[src/rtl/vp_pkg.sv]
// Shared opcode encodings, exec field layout and issue FSM state codes.
package vp_pkg;

  localparam logic [2:0] OP_MOV_S   = 3'b000;
  localparam logic [2:0] OP_MOV_SV  = 3'b001;
  localparam logic [2:0] OP_ADD_S   = 3'b010;
  localparam logic [2:0] OP_SUB_S   = 3'b011;
  localparam logic [2:0] OP_MUL_VS  = 3'b100;
  localparam logic [2:0] OP_ADD_VV  = 3'b101;
  localparam logic [2:0] OP_DIV_VS  = 3'b110;
  localparam logic [2:0] OP_SPECIAL = 3'b111;

  localparam int unsigned EXEC_W        = 5;
  localparam int unsigned EXEC_FUNC_BIT = 4;
  localparam int unsigned EXEC_OP_HI    = 3;
  localparam int unsigned EXEC_OP_LO    = 1;
  localparam int unsigned EXEC_IMM_BIT  = 0;

  localparam logic [1:0] ST_IDLE   = 2'd0;
  localparam logic [1:0] ST_SCALAR = 2'd1;
  localparam logic [1:0] ST_VECTOR = 2'd2;

endpackage

[src/rtl/exec_classify.sv]
// Pure combinational decode of an instruction into scalar / vector / illegal class.
module exec_classify
  import vp_pkg::*;
(
  input  logic       func,
  input  logic [2:0] op,
  output logic       is_scalar,
  output logic       is_vector,
  output logic       is_illegal
);

  always_comb begin
    is_scalar  = 1'b0;
    is_vector  = 1'b0;
    is_illegal = 1'b0;
    if (func) begin
      // Special class issues as a single NOP-like beat whatever the opcode.
      is_scalar = 1'b1;
    end else begin
      case (op)
        OP_MOV_S, OP_ADD_S, OP_SUB_S:              is_scalar  = 1'b1;
        OP_MOV_SV, OP_MUL_VS, OP_ADD_VV, OP_DIV_VS: is_vector  = 1'b1;
        default:                                   is_illegal = 1'b1;
      endcase
    end
  end

endmodule

[src/rtl/exec_issue.sv]
// Issue stage: holds one instruction and emits one scalar beat or VLEN vector lane beats.
module exec_issue
  import vp_pkg::*;
#(
  parameter int unsigned VLEN   = 8,
  parameter int unsigned LANE_W = $clog2(VLEN)
) (
  input  logic              clk,
  input  logic              rst,
  input  logic              instr_valid,
  output logic              instr_ready,
  input  logic              instr_func,
  input  logic [2:0]        instr_op,
  input  logic              instr_imm,
  output logic              exec_valid,
  input  logic              exec_ready,
  output logic [EXEC_W-1:0] exec,
  output logic [LANE_W-1:0] lane,
  output logic              last,
  output logic              busy,
  output logic              illegal
);

  logic [1:0]        st_q, st_d;
  logic [LANE_W-1:0] cnt_q, cnt_d;
  logic              func_q, imm_q, illegal_q;
  logic [2:0]        op_q;
  logic              is_scalar, is_vector, is_illegal;
  logic              accept, last_lane;

  exec_classify u_classify (
    .func       (instr_func),
    .op         (instr_op),
    .is_scalar  (is_scalar),
    .is_vector  (is_vector),
    .is_illegal (is_illegal)
  );

  assign accept    = instr_valid && (st_q == ST_IDLE);
  assign last_lane = (cnt_q == LANE_W'(VLEN - 1));

  always_comb begin
    st_d  = st_q;
    cnt_d = cnt_q;
    case (st_q)
      ST_IDLE: begin
        if (accept && is_scalar) begin
          st_d = ST_SCALAR;
        end else if (accept && is_vector) begin
          st_d  = ST_VECTOR;
          cnt_d = '0;
        end
      end
      ST_SCALAR: begin
        if (exec_ready) st_d = ST_IDLE;
      end
      ST_VECTOR: begin
        if (exec_ready) begin
          if (last_lane) begin
            st_d  = ST_IDLE;
            cnt_d = '0;
          end else begin
            cnt_d = cnt_q + LANE_W'(1);
          end
        end
      end
      default: begin
        st_d  = ST_IDLE;
        cnt_d = '0;
      end
    endcase
  end

  always_ff @(posedge clk or posedge rst) begin
    if (rst) begin
      st_q      <= ST_IDLE;
      cnt_q     <= '0;
      func_q    <= 1'b0;
      op_q      <= '0;
      imm_q     <= 1'b0;
      illegal_q <= 1'b0;
    end else begin
      st_q      <= st_d;
      cnt_q     <= cnt_d;
      illegal_q <= accept && is_illegal;
      // Special class is normalised so exec never depends on the raw opcode or imm.
      if (accept && !is_illegal) begin
        func_q <= instr_func;
        op_q   <= instr_func ? OP_SPECIAL : instr_op;
        imm_q  <= instr_func ? 1'b0 : instr_imm;
      end
    end
  end

  assign instr_ready = (st_q == ST_IDLE);
  assign exec_valid  = (st_q == ST_SCALAR) || (st_q == ST_VECTOR);
  assign busy        = exec_valid;
  assign illegal     = illegal_q;
  assign lane        = (st_q == ST_VECTOR) ? cnt_q : '0;
  assign last        = (st_q == ST_SCALAR) || ((st_q == ST_VECTOR) && last_lane);

  always_comb begin
    exec = '0;
    if (exec_valid) begin
      exec[EXEC_FUNC_BIT]         = func_q;
      exec[EXEC_OP_HI:EXEC_OP_LO] = op_q;
      exec[EXEC_IMM_BIT]          = imm_q;
    end
  end

endmodule

[config.mk]
export PLATFORM = sky130hd
export DESIGN_NAME = exec_issue
export DESIGN_NICKNAME = d
export VERILOG_FILES = /design/src/rtl/vp_pkg.sv /design/src/rtl/exec_classify.sv /design/src/rtl/exec_issue.sv
export SDC_FILE = /design/constraint.sdc
export NUM_CORES = 1
export LEC_CHECK = 0
export BUFFER_PORTS_ARGS = -buffer_cell sky130_fd_sc_hd__buf_2
export CORE_MARGIN = 4
export CORE_UTILIZATION = 51
export CTS_BUF_LIST = sky130_fd_sc_hd__clkbuf_8
export CTS_CLUSTER_SIZE = 20
export DETAILED_ROUTE_END_ITERATION = 10
export PLACE_DENSITY = 0.91
export SYNTH_ARGS = -nofsm -noshare
export SYNTH_HDL_FRONTEND = slang
export SYNTH_HIERARCHICAL = 1
export SYNTH_SLANG_ARGS = --single-unit
[constraint.sdc]
create_clock -name clk -period 2 [get_ports clk]
set_input_delay 0.1 -clock clk [delete_from_list [all_inputs] [get_ports clk]]
set_output_delay 0.1 -clock clk [all_outputs]
set_load 0.05 [all_outputs]
==> qor.yml <==
routing:
  vias: 598
  ant_nets: 0
  dr.pass1.iters: 4
  drt-total-wl_um: 1540
  drcViolationCount: 0
  viasPerCell: 5.34
  drt_iter0_drc: 15
  routedWlPerCell_um: 13.8
grt:
  grt_pass1_wl_um: 2700
  gr-total-overflow: 0
  grt_start_max_net_pins: 12
  antenna_found_initial: 0
  grt_usage: 0.184
  first_global_vias: 621
synth:
  netlist_area_um2: 697
  ys_types: 27
  yosysWarnings: 6
  ys_ff_latch: 11
  synth_ff_type: "dfrtp_1"
  seq_area_frac_synth: 0.395
  syn_nets: 86
  synth_edf_count: 0
  synthCells: 72
  synthArstFlopShare: 1.00
  avgSynthCellArea_um2: 9.68
timing:
  setup_tns_ns: 0
  relSlewSlack: 0.716
  rsz0062_at_grt: "no"
  fin_skew_ns: 0.00682
  worstMarginPinSlew_ns: 0.425
  hold_viol_final: 0
  timing.fmax_ghz: 0.579
  whs_ns: 0.172
  drv_slew: 0
  finalSetupViolCount: 0
  period_needed_ns: 1.73
  period_share: 0.864
final_layout:
  syn_to_final_growth_pct: 25.1
  drive_gt1_frac: 0.289
  fin_cells: 112
  multi_input_area_um2: 392
  fill_cells: 92
  diodes: 0
  register_area_um2: 275
  finalCoreUtilization: 0.670
  layout.nets: 112
cts:
  htree_levels: 1
  cts_tree: "done"
  clk_path_buf_depth: 2
  clkSinkCount: 11
  clkTransAtPathRegs_ns: 0.05
  cts_made_buffers: 3
  ctsRootBufferMaster: "clkbuf_8"
  clock_latency_ns: 0.24
  cts_resized: 0
flow_run:
  drv_cap: 0
placement:
  gp_congestion: 0.761
  place_hpwl_um: 1240
  post-place-cells: 107
  io_buffers: 21
worst_setup_path:
  critPathRequiredTime_ns: 2.11
  end_kind: "flip-flop"
  crit_arrival_ns: 1.84
  worstSetupStartpointType: "flip-flop"
  criticalPathCategory: "reg2reg"
  critical_path_peak_fanout: 6
floorplan:
  dieWidth_um: 45.0
  io-pin-count: 22
  die_height_um: 45.0
  die_area_um2: 2020
  rows: 13
  coreArea_um2: 1300
  start_util: 0.536
worst_hold_path:
  hold_class: "in2reg"
outcome:
  outcome: "finished, final reports clean"
-- cell usage after synthesis (2+ instances only) --
master,number,area (um2)
and2_1,8,50.1
dfrtp_1,11,275
ha_1,5,62.6
inv_1,5,18.8
mux2_1,2,22.5
mux2i_1,2,20.0
nand2_1,9,33.8
nor2_1,4,15.0
nor2b_1,3,18.8
o211ai_1,3,22.5
o21ai_0,4,20.0
-- worst paths after layout --
kind	from	end	slack, ns	cells past startpoint
max in group asynchronous	rst	imm_q$_DFFE_PP0P_	1.29	3
worst min register to register	op_q[0]$_DFFE_PP0P_	op_q[0]$_DFFE_PP0P_	0.47	2
min in group asynchronous	rst	st_q[0]$_DFFE_PP0P_	0.41	3
worst min-delay path	instr_valid	illegal$_DFF_PP0_	0.17	2
worst max-delay path	st_q[0]$_DFFE_PP0P_	cnt_q[0]$_DFFE_PP0P_	0.27	5
worst max register to register	st_q[0]$_DFFE_PP0P_	cnt_q[0]$_DFFE_PP0P_	0.27	5
-- layer usage --
metal  routed length [um]  up-vias  share of wire  global-route usage
li1                     -      295              -                   -
met1                  588      276           0.38               0.204
met3                  117        2          0.076              0.0677
met5                    0        -              0                   0
met4                   11        0         0.0071              0.0292
met2                  826       25           0.53               0.336
-- critical path, cell delays in order, from the launching register on --
cell      delay [ns]
dfrtp_1         0.40
inv_1           0.08
ha_1            0.25
a21boi_2        0.20
nor4b_4         0.33
mux2_1          0.35
-- kinds of logic (layout without fill, tap and decap cells) --
group,after synthesis,count (layout),share of synthesized area
buf+inv,7,32,0.0431
mux,4,4,0.0610
flops,11,11,0.395
compound gates,14,14,0.145
fa+ha+maj,5,5,0.0898
simple gates,31,31,0.266
-- sequential cells by signal, summed over array words and instances (netlist names) --
name / flops
op_q: 3
st_q: 2
illegal: 1
cnt_q: 3
imm_q: 1
func_q: 1
-- through the flow --
step,cell area [um2],setup WS [ns]
final,872,0.272
after global routing,872,0.159
after CTS,872,0.260
after detailed placement,817,0.273
after global placement,817,0.349
after floorplan,697,0.132
-- final cells by class --
type                       count  area share
inverter                       5      0.0215
clock buffer                   3      0.0473
timing repair buffer          23       0.141
multi-input combinational     54       0.449
sequential                    11       0.316
tap                           15      0.0215
clock inverter                 1     0.00430
-- repair_timing --
item / in CTS / in global routing
hold buffers: 1 / 0
setup buffers: 0 / 0
endpoints found under the hold margin: 11 / 0
-- placed cells by master, fill, tap and decap left out, types with 2 or more instances in the layout --
master / instances
ha_1: 5
nor2b_1: 3
dfrtp_1: 11
nand2_1: 9
o21ai_0: 4
mux2i_1: 2
buf_2: 21
inv_1: 6
nor2_1: 4
and2_1: 8
o211ai_1: 3
clkbuf_8: 3
mux2_1: 2
Power is not shown: default switching activity piles up to over one toggle a cycle in this logic, so the estimate is an artifact.
